==> src/rtl/sabertooth_packet_serial.sv <==
// Packetized-serial driver for daisy-chained Sabertooth controllers.
// Startup delay, autobaud byte, round-robin packets, watchdog stop, 8N1 TX.
module sabertooth_packet_serial #(
  parameter int NUM_CTRL       = 2,
  parameter int BASE_ADDR      = 128,
  parameter int BAUD_DIV       = 1250,
  parameter int STARTUP_CYCLES = 24000000,
  parameter int GAP_BITS       = 4,
  parameter int WD_CYCLES      = 6000000,
  localparam int NM            = 2 * NUM_CTRL,
  localparam int MW            = (NM > 1) ? $clog2(NM) : 1
) (
  input  logic                   clk_12MHz,
  input  logic                   reset,
  input  logic [16*NUM_CTRL-1:0] motors,
  input  logic                   update,
  input  logic                   pause,
  output logic                   tx,
  output logic                   busy,
  output logic                   timed_out,
  output logic                   packet_done,
  output logic [MW-1:0]          cur_motor
);

  localparam int BW = (BAUD_DIV > 1) ? $clog2(BAUD_DIV) : 1;
  localparam int WW = (WD_CYCLES > 0) ? $clog2(WD_CYCLES + 1) : 1;
  localparam int GAP_LEN = GAP_BITS * BAUD_DIV;

  typedef enum logic [2:0] {
    S_STARTUP, S_AUTOBAUD, S_GAP, S_LOAD, S_SEND
  } state_t;

  state_t          state_q, state_d;
  logic [31:0]     cnt;
  logic [1:0]      byte_idx;
  logic [7:0]      cmd_q, data_q, chk_q;
  logic [9:0]      shreg;
  logic [3:0]      bit_cnt;
  logic [BW-1:0]   baud_cnt;
  logic            bit_end, uart_last, uart_start;
  logic [7:0]      uart_data, next_byte;
  logic [7:0]      mval, v, addr_c, cmd_c, data_c, chk_c;
  logic [WW-1:0]   wd_cnt;

  // 8N1 shifter; a new byte may load in the last stop-bit cycle
  assign bit_end   = baud_cnt == BW'(BAUD_DIV - 1);
  assign uart_last = busy && bit_end && (bit_cnt == 4'd9);
  assign tx        = busy ? shreg[0] : 1'b1;

  always_ff @(posedge clk_12MHz or negedge reset) begin
    if (!reset) begin
      shreg    <= '1;
      bit_cnt  <= '0;
      baud_cnt <= '0;
      busy     <= 1'b0;
    end else if (uart_start && (!busy || uart_last)) begin
      shreg    <= {1'b1, uart_data, 1'b0};
      bit_cnt  <= '0;
      baud_cnt <= '0;
      busy     <= 1'b1;
    end else if (busy) begin
      if (bit_end) begin
        baud_cnt <= '0;
        if (bit_cnt == 4'd9) begin
          busy <= 1'b0;
        end else begin
          bit_cnt <= bit_cnt + 4'd1;
          shreg   <= {1'b1, shreg[9:1]};
        end
      end else begin
        baud_cnt <= baud_cnt + BW'(1);
      end
    end
  end

  always_ff @(posedge clk_12MHz or negedge reset) begin
    if (!reset) begin
      wd_cnt <= '0;
    end else if (update) begin
      wd_cnt <= '0;
    end else if (wd_cnt != WW'(WD_CYCLES)) begin
      wd_cnt <= wd_cnt + WW'(1);
    end
  end

  assign timed_out = (WD_CYCLES != 0) && (wd_cnt == WW'(WD_CYCLES));

  always_comb begin
    mval = '0;
    for (int i = 0; i < NM; i++) begin
      if (cur_motor == MW'(i)) mval = motors[8*i +: 8];
    end
  end

  // v=255 is the only case where v-127 exceeds 127
  always_comb begin
    v      = (pause || timed_out) ? 8'd127 : mval;
    addr_c = 8'(BASE_ADDR) + 8'(cur_motor >> 1);
    if (v >= 8'd127) begin
      cmd_c  = {5'b0, cur_motor[0], 2'b00};
      data_c = (v == 8'd255) ? 8'd127 : v - 8'd127;
    end else begin
      cmd_c  = {5'b0, cur_motor[0], 2'b01};
      data_c = 8'd127 - v;
    end
    chk_c = {1'b0, addr_c[6:0] + cmd_c[6:0] + data_c[6:0]};
  end

  always_comb begin
    unique case (byte_idx)
      2'd0:    next_byte = cmd_q;
      2'd1:    next_byte = data_q;
      default: next_byte = chk_q;
    endcase
  end

  always_comb begin
    state_d    = state_q;
    uart_start = 1'b0;
    uart_data  = 8'hAA;
    unique case (state_q)
      S_STARTUP: begin
        if (cnt == 32'(STARTUP_CYCLES - 1)) begin
          uart_start = 1'b1;
          state_d    = S_AUTOBAUD;
        end
      end
      S_AUTOBAUD: begin
        if (uart_last) state_d = S_GAP;
      end
      S_GAP: begin
        if (cnt == 32'(GAP_LEN - 1)) state_d = S_LOAD;
      end
      S_LOAD: begin
        uart_start = 1'b1;
        uart_data  = addr_c;
        state_d    = S_SEND;
      end
      S_SEND: begin
        if (uart_last) begin
          if (byte_idx == 2'd3) begin
            state_d = S_GAP;
          end else begin
            uart_start = 1'b1;
            uart_data  = next_byte;
          end
        end
      end
      default: state_d = S_STARTUP;
    endcase
  end

  always_ff @(posedge clk_12MHz or negedge reset) begin
    if (!reset) begin
      state_q     <= S_STARTUP;
      cnt         <= '0;
      byte_idx    <= '0;
      cmd_q       <= '0;
      data_q      <= '0;
      chk_q       <= '0;
      cur_motor   <= '0;
      packet_done <= 1'b0;
    end else begin
      state_q     <= state_d;
      cnt         <= (state_d != state_q) ? '0 : cnt + 32'd1;
      packet_done <= 1'b0;
      if (state_q == S_LOAD) begin
        cmd_q    <= cmd_c;
        data_q   <= data_c;
        chk_q    <= chk_c;
        byte_idx <= '0;
      end
      if (state_q == S_SEND && uart_last) begin
        if (byte_idx == 2'd3) begin
          packet_done <= 1'b1;
          cur_motor   <= (cur_motor == MW'(NM - 1)) ?
                         '0 : cur_motor + MW'(1);
        end else begin
          byte_idx <= byte_idx + 2'd1;
        end
      end
    end
  end

endmodule

==> config.mk <==
export PLATFORM = sky130hd
export DESIGN_NAME = sabertooth_packet_serial
export DESIGN_NICKNAME = d
export VERILOG_FILES = /design/src/rtl/sabertooth_packet_serial.sv
export SDC_FILE = /design/constraint.sdc
export NUM_CORES = 1
export LEC_CHECK = 0
export BUFFER_PORTS_ARGS = -buffer_cell sky130_fd_sc_hd__buf_2
export CAP_MARGIN = 40
export CORE_MARGIN = 8
export CORE_UTILIZATION = 55
export DETAILED_ROUTE_END_ITERATION = 12
export PLACE_DENSITY = 0.84
export REMOVE_ABC_BUFFERS = 1
export SETUP_SLACK_MARGIN = 0.5
export SLEW_MARGIN = 20
export SYNTH_ARGS = -nofsm -noshare
export SYNTH_HDL_FRONTEND = slang
export SYNTH_SLANG_ARGS = --single-unit
export TNS_END_PERCENT = 100
==> constraint.sdc <==
create_clock -name clk_12MHz -period 3.83 [get_ports clk_12MHz]
set_clock_uncertainty 0.2 [all_clocks]
set_input_delay 0.766 -clock clk_12MHz [delete_from_list [all_inputs] [get_ports clk_12MHz]]
set_output_delay 0.766 -clock clk_12MHz [all_outputs]
set_load 0.03 [all_outputs]
==> impl_results.md, run 1 <==
- CTS Hold Bufs: 0
- Max frequency: 291 MHz
- Critical path origin: cur_motor[0]
- Worst Hold Class: in -> async
- Synth cell types: 79
- Critical Path RT: 3860 ps
- Cell Rows: 38
- Fin crit share: 89.8%
- Antenna diode count: 0
- CORE AREA: 0.0108 mm²
- Final ANT Viol Nets: 0
- WL final: 15300 µm
- CTS sink cnt: 105
- CP Max Fanout: 6
- Asr flop ratio synth: 100%
- GP Congestion: 0.910
- Initial DRC count: 494
- Synth area leader: dfrtp_1
- Top cell family by delay on the critical path: simple AND/OR/NAND/NOR gates
- Layout cell share with drive strength beyond 1: 22.9%
- Period minus WS final: 3440 ps
- Crit path DAT: 3470 ps
- Final Max Slew Viols: 0
- GR Overflow Total: 0
- Final hold slack: 43.9 ps
- GRT Overall Usage: 19.8%
- EDFF count, synth: 0
- Final Hold Viols: 0
- Vias per std cell: 6.14
- Status: finished, final reports clean
- Synth Area in Compound Gates: 15.0%
- Max VDD drop: 0.000239 V
- Die Span Y: 121 µm
- Syn-to-layout area delta: 17.0%
- Leak: 3.04 nW
- H-tree level count: 3
- Xor-xnor portion of the synthesized cell area: 7.92%
- Post-DP HPWL: 9860 µm
- Root Buffer: clkbuf_8
- Top cell type's share of synthesized area: 39.5%
- First-pass GRT wire length: 24100 µm
- Mux share of post-synthesis cell area: 0.884%
- CTS Buffer Depth: 2
- Routed via count: 5340
- Post-Synth Adder-Cell Area: 3.82%
- Clock Latency Late Sink: 380 ps
- Largest net degree at the start of global routing: 65
- Largest cells by area after synthesis: dfrtp_1, nor2_1, nand2_1, xor2_1, dfstp_2
- Largest family of logic cells by synthesized area: simple AND/OR/NAND/NOR gates
- Inserted Clock Buffers: 9
- DRC violations left: 0
- Setup crit end kind: register
- Crit Path Category: reg -> reg
- Critical Path, Cell by Cell: buf_6 > ha_4 > and2b_2 > buf_6 > a221oi_2 > nor2_2 > nand4_4 > or3_4 > nand2_2 > fa_2 > ha_4 > a21oi_4 > nor2_2 > xor2_1 > o21ai_1
- Startpoint Class: register
- Max transition margin: 44.9%
- CTS tree: built
- Register bit total from synthesis: 105
- Non-filler cells in the finished layout: 869
- YS warnings: 0
- Wirelength per Cell: 17.6 µm
- Placed Cells: 831
- CP max stage delay: 460 ps
- Syn_area_per_cell: 9.25 µm²
- RSZ-0062 raised after global routing: yes
- Clock-pin transition on the worst setup and hold timing paths: 90 ps
- Initial antenna violation count: 0
- WP buf/inv: 2
- IO Port Bufs: 41
- Sequential area share after synthesis: 43.4%
- Max_cap viols: 0
- Vias in the first global route: 5255
- Worst-Margin Slew: 825 ps
- Primary FF master, synth: dfrtp_1
- Die ar.: 0.0147 mm²
- I/O Pins: 42
- Final count of negative-setup-slack endpoints: 0
- Mapped Cells: 658
- Initial Util: 56.1%
- Post-synthesis simple-gate area fraction: 26.2%
- RR Startpoint: cur_motor[0]
- Die width: 121 µm
- Final nets: 779
- PwrDens: 281 mW/mm²
- Cell Area, Synth: 0.00609 mm²
- Iteration count of the initial detailed-routing pass: 6
- CP max-delay cell: dfrtp_2
through the flow:
stage,worst slack (ps),setup TNS [ps],utilization (%),instance area (µm²),power [W]
after floorplan,-115,-193,-,5990,0.00121
after global placement,271,0,59.6,6460,0.00127
after detailed placement,37.5,0,59.6,6460,0.00127
after CTS,518,0,62.9,6820,0.00198
after global routing,317,0,65.7,7120,0.00207
final,390,0,65.7,7120,0.00200
flip-flops by register name (all words and copies together), names as in the netlist:
| signal | flops |
|---|---|
| state_q | 3 |
| busy | 1 |
| baud_cnt | 11 |
| wd_cnt | 23 |
| cmd_q | 2 |
| data_q | 8 |
| bit_cnt | 4 |
| chk_q | 7 |
| packet_done | 1 |
| cnt | 32 |
| byte_idx | 2 |
| cur_motor | 2 |
| shreg | 9 |
layout make-up:
| class | instances | area (µm²) |
|---|---|---|
| Clock buffer | 12 | 155 |
| Clock inverter | 3 | 40.0 |
| Fill cell | 824 | 3720 |
| Inverter | 19 | 76.3 |
| Multi-Input combinational cell | 514 | 3530 |
| Sequential cell | 105 | 2640 |
| Tap cell | 140 | 175 |
| Timing Repair Buffer | 76 | 505 |
power breakdown:
| part | internal [W] | switching, W |
|---|---|---|
| Clock | 0.000333 | 0.000366 |
| Combinational | 0.0000813 | 0.000109 |
| Sequential | 0.00111 | 0.00000313 |
| Total | 0.00152 | 0.000477 |
routing by layer:
| metal | routed length (µm) | global-route usage (%) | up-vias |
|---|---|---|---|
| li1 | - | - | 2468 |
| met1 | 6480 | 23.9 | 2584 |
| met2 | 7520 | 33.3 | 245 |
| met3 | 903 | 4.75 | 43 |
| met4 | 403 | 8.33 | 0 |
| met5 | 0 | 0 | - |
cell usage in the layout (no fill, tap or decap), types with 4 or more instances in the layout:
cell type	Yosys	routed
and2_1	8	7
dfstp_2	9	9
a21oi_1	26	25
buf_2	8	40
nand2_1	80	79
o22ai_1	6	6
and3_1	12	12
nor2_1	90	88
buf_6	0	4
nor4_1	9	8
xnor2_1	21	21
and4_1	8	8
nor2_2	2	4
nand4_1	16	16
nand3_1	33	32
a221oi_1	5	4
o21ai_1	6	6
clkbuf_8	0	11
or3_1	12	11
xor2_1	34	33
buf_4	3	31
nor3_1	8	8
dfrtp_1	96	94
inv_1	18	16
ha_1	17	10
o21ai_0	39	36
o21a_1	4	4
ha_4	0	7
a22oi_1	5	5
final timing paths:
check | endpoint | slack, ps | cells after the start
worst max-delay path | chk_q[4] | 390 | 15
worst min-delay path | cnt[20] | 40 | 1
worst max register to register | chk_q[4] | 390 | 15
worst min register to register | shreg[0] | 290 | 2
max in group asynchronous | shreg[6] | 2500 | 3
min in group clk_12MHz | shreg[0] | 290 | 2
logic make-up after synthesis:
logic type / after synthesis
XOR/XNOR: 55
buffers and inverters: 39
flip-flops: 105
AND/OR/NAND/NOR: 310
multiplexers: 4
adder cells (fa/ha/maj): 18
AO/OA/AOI/OAI: 127
timing repair:
action / 4_1_cts / 5_1_grt
gates cloned: 0 / 0
endpoints found under the setup margin: 7 / 5
setup buffers: 9 / 13
resized for setup: 25 / 30
pin swaps: 10 / 18
hold endpoints to repair: 0 / 0
synth_stat cells (4+ instances only):
master    count
inv_1        18
a221oi_1      5
nand3_1      33
xor2_1       34
a221oi_2      4
xnor2_1      21
o21ai_1       6
or3_1        12
o21a_1        4
nand4_1      16
nor4_1        9
dfrtp_1      96
nor3_1        8
and4_1        8
a21oi_1      26
o21ai_0      39
ha_1         17
buf_2         8
and3_1       12
nor2_1       90
clkbuf_1      8
and2_1        8
dfstp_2       9
nand2_1      80
o22ai_1       6
a22oi_1       5
Power figures use the tool's default switching activity.
==> run 2, diff against run 1 <==
--- a/config.mk
+++ b/config.mk
@@ -5,10 +5,11 @@
 export SDC_FILE = /design/constraint.sdc
 export NUM_CORES = 1
 export LEC_CHECK = 0
+export ABC_AREA = 1
 export BUFFER_PORTS_ARGS = -buffer_cell sky130_fd_sc_hd__buf_2
 export CAP_MARGIN = 40
 export CORE_MARGIN = 8
-export CORE_UTILIZATION = 55
+export CORE_UTILIZATION = 56
 export DETAILED_ROUTE_END_ITERATION = 12
 export PLACE_DENSITY = 0.84
 export REMOVE_ABC_BUFFERS = 1
==> impl_results.md, run 2 <==
- CP Max Fanout: 7 (was 6)
- Worst Hold Class: in -> async (unchanged)
- CTS Buffer Depth: 2 (unchanged)
- EDFF count, synth: 0 (unchanged)
- Initial Util: 56.5% (was 56.1%)
- Clock Latency Late Sink: 360 ps (was 380 ps)
- Cell Rows: 40 (was 38)
- Final count of negative-setup-slack endpoints: 0 (unchanged)
- Iteration count of the initial detailed-routing pass: 5 (was 6)
- Final Hold Viols: 0 (unchanged)
- Synth area leader: dfrtp_1 (unchanged)
- Max_cap viols: 0 (unchanged)
- CORE AREA: 0.0118 mm² (was 0.0108 mm²)
- GRT Overall Usage: 18.9% (was 19.8%)
- IO Port Bufs: 41 (unchanged)
- Post-DP HPWL: 10500 µm (was 9860 µm)
- Critical Path, Cell by Cell: buf_4 > ha_4 > inv_6 > o21ai_0 > a21o_1 > nand2_1 > nor2_2 > inv_2 > ha_4 > nand2_4 > nor2_8 > nand2_4 > nand2_8 > inv_6 > fa_2 > ha_4 > a21oi_2 > inv_2 > nand3_2 > o21bai_2 > nand2_1 > nor2_1 (was buf_6 > ha_4 > and2b_2 > buf_6 > a221oi_2 > nor2_2 > nand4_4 > or3_4 > nand2_2 > fa_2 > ha_4 > a21oi_4 > nor2_2 > xor2_1 > o21ai_1)
- Crit Path Category: reg -> reg (unchanged)
- Wirelength per Cell: 14.0 µm (was 17.6 µm)
- Most used cell, CP: ha_4
- Setup TNS: 0 ps (unchanged)
- Mapped Cells: 869 (was 658)
- Top cell type's share of synthesized area: 36.0% (was 39.5%)
- Worst-Margin Slew: 559 ps (was 825 ps)
- Sequential area share after synthesis: 39.5% (was 43.4%)
- Primary FF master, synth: dfrtp_1 (unchanged)
- Crit path DAT: 3330 ps (was 3470 ps)
- Final nets: 991 (was 779)
- Top Registers: cnt: 32 flops, wd_cnt: 23 flops, baud_cnt: 11 flops (unchanged)
- CP max stage delay: 440 ps (was 460 ps)
- Period minus WS final: 3280 ps (was 3440 ps)
- Initial antenna violation count: 0 (unchanged)
- Max frequency: 304 MHz (was 291 MHz)
- Inserted Clock Buffers: 9 (unchanged)
- Fin crit share: 85.8% (was 89.8%)
- WL final: 15200 µm (was 15300 µm)
- YS warnings: 0 (unchanged)
- First-pass GRT wire length: 25000 µm (was 24100 µm)
- CTS Hold Bufs: 0 (unchanged)
- Most frequent cells in the layout: nand2_1, nor2_1, inv_1 (was dfrtp_1, nor2_1, nand2_1)
- Die width: 125 µm (was 121 µm)
- Synth cell types: 60 (was 79)
- Leak: 3.61 nW (was 3.04 nW)
- CTS sink cnt: 105 (unchanged)
- I/O Pins: 42 (unchanged)
- Antenna diode count: 0 (unchanged)
- CTS tree: built (unchanged)
- Cell Area, Synth: 0.00667 mm² (was 0.00609 mm²)
- Final hold slack: 22.7 ps (was 43.9 ps)
- Clock-pin transition on the worst setup and hold timing paths: 70 ps (was 90 ps)
- RSZ-0062 raised after global routing: yes (unchanged)
- Syn_area_per_cell: 7.68 µm² (was 9.25 µm²)
- Die Span Y: 125 µm (was 121 µm)
- DRC violations left: 0 (unchanged)
- Final Max Slew Viols: 0 (unchanged)
- Final ANT Viol Nets: 0 (unchanged)
- Root Buffer: clkbuf_16 (was clkbuf_8)
- Initial DRC count: 494 (unchanged)
- H-tree level count: 3 (unchanged)
- GP Congestion: 0.868 (was 0.910)
- Max FFs per register: 32 (unchanged)
- Register bit total from synthesis: 105 (unchanged)
- GR Overflow Total: 0 (unchanged)
- Synth top cells by count: nand2_1, nor2_1, inv_1 (was dfrtp_1, nor2_1, nand2_1)
- CP max-delay cell: dfrtp_2 (unchanged)
- Asr flop ratio synth: 100% (unchanged)
- Max VDD drop: 0.000376 V (was 0.000239 V)
- Largest net degree at the start of global routing: 68 (was 65)
- Vias per std cell: 5.48 (was 6.14)
- Status: finished, final reports clean (unchanged)
- PwrDens: 295 mW/mm² (was 281 mW/mm²)
- Largest reg by FF count: cnt (unchanged)
- Setup crit end kind: register (unchanged)
- WP buf/inv: 5 (was 2)
- Syn-to-layout area delta: 15.5% (was 17.0%)
- Layout cell share with drive strength beyond 1: 21.8% (was 22.9%)
- Routed via count: 5970 (was 5340)
- Largest cells by area after synthesis: dfrtp_1, nand2_1, nor2_1, inv_1, nand3_1 (was dfrtp_1, nor2_1, nand2_1, xor2_1, dfstp_2)
- Critical Path RT: 3880 ps (was 3860 ps)
- Startpoint Class: register (unchanged)
- Top cell family by delay on the critical path: adder cells (was simple AND/OR/NAND/NOR gates)
- Vias in the first global route: 5611 (was 5255)
- Die ar.: 0.0157 mm² (was 0.0147 mm²)
- Dominant cell by count in the synthesized netlist: nand2_1 (was dfrtp_1)
- Commonest non-fill, non-tap cell in the layout: nand2_1 (was dfrtp_1)
- Max transition margin: 62.6% (was 44.9%)
-- run 2: kinds of logic (layout without fill, tap and decap cells) --
logic type	after synthesis	after routing	share of synthesized area [%]
adder cells (fa/ha/maj)	18	18	3.49
multiplexers	2	2	0.300
AO/OA/AOI/OAI	116	116	10.4
AND/OR/NAND/NOR	455	455	33.7
buffers and inverters	146	219	8.96
XOR/XNOR	27	27	3.54
flip-flops	105	105	39.5
-- run 2: path summary, 6_finish.rpt --
check,from,endpoint,slack (ps),cells after the start
worst max-delay path,cur_motor[1],chk_q[6],550,22
worst min-delay path,reset,wd_cnt[4],20,1
worst max register to register,cur_motor[1],chk_q[6],550,22
worst min register to register,cnt[0],cnt[0],260,1
max in group asynchronous,reset,shreg[0],2570,3
min in group clk_12MHz,cnt[0],cnt[0],260,1
-- run 2: worst register-to-register path: stages (launching register included) --
cell and delay, ps:
dfrtp_2 440, buf_4 150, ha_4 190, inv_6 80, o21ai_0 80, a21o_1 180
nand2_1 100, nor2_2 60, inv_2 70, ha_4 150, nand2_4 70, nor2_8 140
nand2_4 90, nand2_8 110, inv_6 50, fa_2 420, ha_4 180, a21oi_2 120
inv_2 60, nand3_2 80, o21bai_2 50, nand2_1 60, nor2_1 40
-- run 2: repair_timing --
action,4_1_cts,5_1_grt
setup buffers,4,22
pin swaps,1,15
endpoints found under the hold margin,0,0
endpoints found under the setup margin,6,3
resized for setup,23,19
-- run 2: area by class of cell --
cell class / instances / area, µm²
Fill cell: 914 / 4100
Multi-Input combinational cell: 618 / 3590
Sequential cell: 105 / 2640
Inverter: 128 / 497
Timing Repair Buffer: 75 / 487
Clock buffer: 11 / 233
Tap cell: 147 / 184
Clock inverter: 5 / 81.3
-- run 2: per-stage QoR --
stage | std cells | setup WS (ps) | utilization (%) | total power (W) | cell area, µm²
after floorplan | 851 | 230 | - | 0.00121 | 6560
after global placement | 1046 | 212 | 59.3 | 0.00127 | 7010
after detailed placement | 1046 | 72.1 | 59.3 | 0.00127 | 7010
after CTS | 1066 | 524 | 62.9 | 0.00226 | 7430
after global routing | 1089 | 401 | 65.3 | 0.00235 | 7710
final | 1089 | 546 | 65.3 | 0.00227 | 7710
-- run 2: metal layers --
metal / up-vias / GRT usage [%] / part of all wire, % / wire length, µm
met1: 2782 / 23.3 / 44 / 6700
met3: 30 / 4.59 / 5.6 / 859
met2: 194 / 31.1 / 48 / 7360
met4: 0 / 7.45 / 2.1 / 320
li1: 2964 / - / - / -
met5: - / 0 / 0 / 0
-- run 2: report_power, final --
part	leakage (nW)	switching, W	internal (W)
sequential	1.36	0.00000230	0.00111
clock	0.150	0.000418	0.000574
combinational	2.11	0.000105	0.0000638
total	3.61	0.000525	0.00175
==> run 3, diff against run 2 <==
--- a/config.mk
+++ b/config.mk
@@ -11,9 +11,11 @@
 export CORE_MARGIN = 8
 export CORE_UTILIZATION = 56
 export DETAILED_ROUTE_END_ITERATION = 12
+export HOLD_SLACK_MARGIN = 0.12
 export PLACE_DENSITY = 0.84
 export REMOVE_ABC_BUFFERS = 1
 export SETUP_SLACK_MARGIN = 0.5
+export SKIP_LAST_GASP = 1
 export SLEW_MARGIN = 20
 export SYNTH_ARGS = -nofsm -noshare
 export SYNTH_HDL_FRONTEND = slang
==> impl_results.md, run 3 (synthesis gave the netlist of run 2 again) <==
- Most frequent cells in the layout: nand2_1, nor2_1, inv_1 (unchanged)
- Critical Path, Cell by Cell: buf_4 > ha_4 > inv_6 > o21ai_0 > a21o_1 > nand2_1 > nor2_2 > inv_2 > ha_4 > nand2_4 > nor2_8 > nand2_4 > nand2_8 > inv_6 > fa_2 > ha_4 > a21oi_2 > inv_2 > nand3_2 > o21bai_2 > nand2_1 > nor2_1 (unchanged)
- Cell Rows: 40 (unchanged)
- GR Overflow Total: 0 (unchanged)
- Syn-to-layout area delta: 15.7% (was 15.5%)
- Reg2reg path depth: 22 (unchanged)
- Initial antenna violation count: 0 (unchanged)
- Layout cell share with drive strength beyond 1: 21.7% (was 21.8%)
- Max transition margin: 62.6% (about the same)
- Top Registers: cnt: 32 flops, wd_cnt: 23 flops, baud_cnt: 11 flops (unchanged)
- Die Span Y: 125 µm (unchanged)
- CP Max Fanout: 7 (unchanged)
- Initial DRC count: 532 (was 494)
- Final Max Slew Viols: 0 (unchanged)
- CP max-delay cell: dfrtp_2 (unchanged)
- Critical path origin: cur_motor[1] (unchanged)
- Vias per std cell: 5.47 (was 5.48)
- Root Buffer: clkbuf_16 (unchanged)
- R2R setup slack: 550 ps (about the same)
- CP max stage delay: 440 ps (about the same)
- Iteration count of the initial detailed-routing pass: 5 (unchanged)
- Final ANT Viol Nets: 0 (unchanged)
- IO Port Bufs: 41 (unchanged)
- Largest net degree at the start of global routing: 68 (unchanged)
- Crit Path Category: reg -> reg (unchanged)
- CTS sink cnt: 105 (unchanged)
- WL final: 15300 µm (was 15200 µm)
- Antenna diode count: 0 (unchanged)
- Max FFs per register: 32 (unchanged)
- First-pass GRT wire length: 25000 µm (unchanged)
- CTS Buffer Depth: 2 (unchanged)
- Leak: 3.62 nW (was 3.61 nW)
- CTS tree: built (unchanged)
- Worst Hold Class: reg -> reg (was in -> async)
- Status: finished, final reports clean (unchanged)
- Clock-pin transition on the worst setup and hold timing paths: 70 ps (about the same)
- CP endpoint: chk_q[6] (unchanged)
- Top cell family by delay on the critical path: adder cells (unchanged)
- Routed via count: 5958 (was 5970)
- I/O Pins: 42 (unchanged)
- WP buf/inv: 5 (unchanged)
- Period minus WS final: 3280 ps (about the same)
- Max_cap viols: 0 (unchanged)
- Final count of negative-setup-slack endpoints: 0 (unchanged)
- Final Hold Viols: 0 (unchanged)
- Commonest non-fill, non-tap cell in the layout: nand2_1 (unchanged)
- Crit path depth: 22 (unchanged)
- PwrDens: 294 mW/mm² (was 295 mW/mm²)
- Initial Util: 56.5% (unchanged)
- Largest reg by FF count: cnt (unchanged)
- Crit path DAT: 3330 ps (about the same)
- RR Startpoint: cur_motor[1] (unchanged)
- FF-to-FF End: chk_q[6] (unchanged)
- Wirelength per Cell: 14.0 µm (about the same)
- Die width: 125 µm (unchanged)
- Setup crit end kind: register (unchanged)
- Die ar.: 0.0157 mm² (unchanged)
- CORE AREA: 0.0118 mm² (unchanged)
- Startpoint Class: register (unchanged)
- Max VDD drop: 0.000377 V (was 0.000376 V)
- GP Congestion: 0.868 (unchanged)
- Fin crit share: 85.7% (was 85.8%)
- Final nets: 992 (was 991)
- Most used cell, CP: ha_4 (unchanged)
- RSZ-0062 raised after global routing: yes (unchanged)
- Worst-Margin Slew: 559 ps (about the same)
- Inserted Clock Buffers: 9 (unchanged)
- Clock Latency Late Sink: 360 ps (about the same)
- Vias in the first global route: 5611 (unchanged)
- GRT Overall Usage: 18.9% (unchanged)
- DRC violations left: 0 (unchanged)
- Max frequency: 305 MHz (was 304 MHz)
- H-tree level count: 3 (unchanged)
- Setup TNS: 0 ps (unchanged)
- Post-DP HPWL: 10500 µm (unchanged)
- Critical Path RT: 3880 ps (about the same)
- Post-layout util: 65.4% (was 65.3%)
## run 3: changes by cell type in the layout (fill, tap and decap cells not counted)
| cell | change |
|---|---|
| dlygate4sd3_1 | +1 |
## run 3: layout make-up
| class | count | area (µm²) |
|---|---|---|
| inverter | 128 | 497 |
| tap | 147 | 184 |
| clock inverter | 5 | 81.3 |
| fill | 912 | 4090 |
| clock buffer | 11 | 233 |
| timing repair buffer | 76 | 497 |
| sequential | 105 | 2640 |
| multi-input combinational | 618 | 3590 |
## run 3: repair_timing
action / 4_1_cts / 5_1_grt
pin swaps: 1 / 15
setup endpoints to repair: 6 / 3
buffers inserted: 4 / 22
endpoints found under the hold margin: 0 / 7
gates resized for setup: 23 / 19
hold buffers: 0 / 1
## run 3: report_power, final
group	switching (W)	internal [W]	leakage (nW)
logic	0.000105	0.0000645	2.11
clock network	0.000414	0.000574	0.150
registers	0.00000239	0.00111	1.36
total	0.000522	0.00175	3.62
## run 3: routing by layer
layer | up-vias | share of wire [%] | global-route usage, %
met5 | - | 0 | 0
met4 | 0 | 2.0 | 7.45
met3 | 26 | 5.6 | 4.59
met2 | 189 | 48 | 31.1
met1 | 2777 | 45 | 23.3
li1 | 2966 | - | -
## run 3: worst min path at each step
stage	startpoint	slack, ps	to	cells after the start
2_1_floorplan	cnt[0]	230	cnt[0]	1
3_3_place_gp	cnt[0]	250	cnt[0]	1
3_5_place_dp	cnt[0]	250	cnt[0]	1
4_1_cts	cnt[0]	260	cnt[0]	1
5_1_grt	cnt[0]	290	cnt[0]	1
6_report	cnt[0]	260	cnt[0]	1
## run 3: stage by stage
stage          power, W  hold slack [ps]  worst slack [ps]  cell area, µm²  instances
2_1_floorplan   0.00121              233               230            6560        851
3_3_place_gp    0.00127              249               212            7010       1046
3_5_place_dp    0.00127              249              72.1            7010       1046
4_1_cts         0.00226              259               524            7430       1066
5_1_grt         0.00235              287               401            7720       1090
6_report        0.00227              256               547            7720       1090
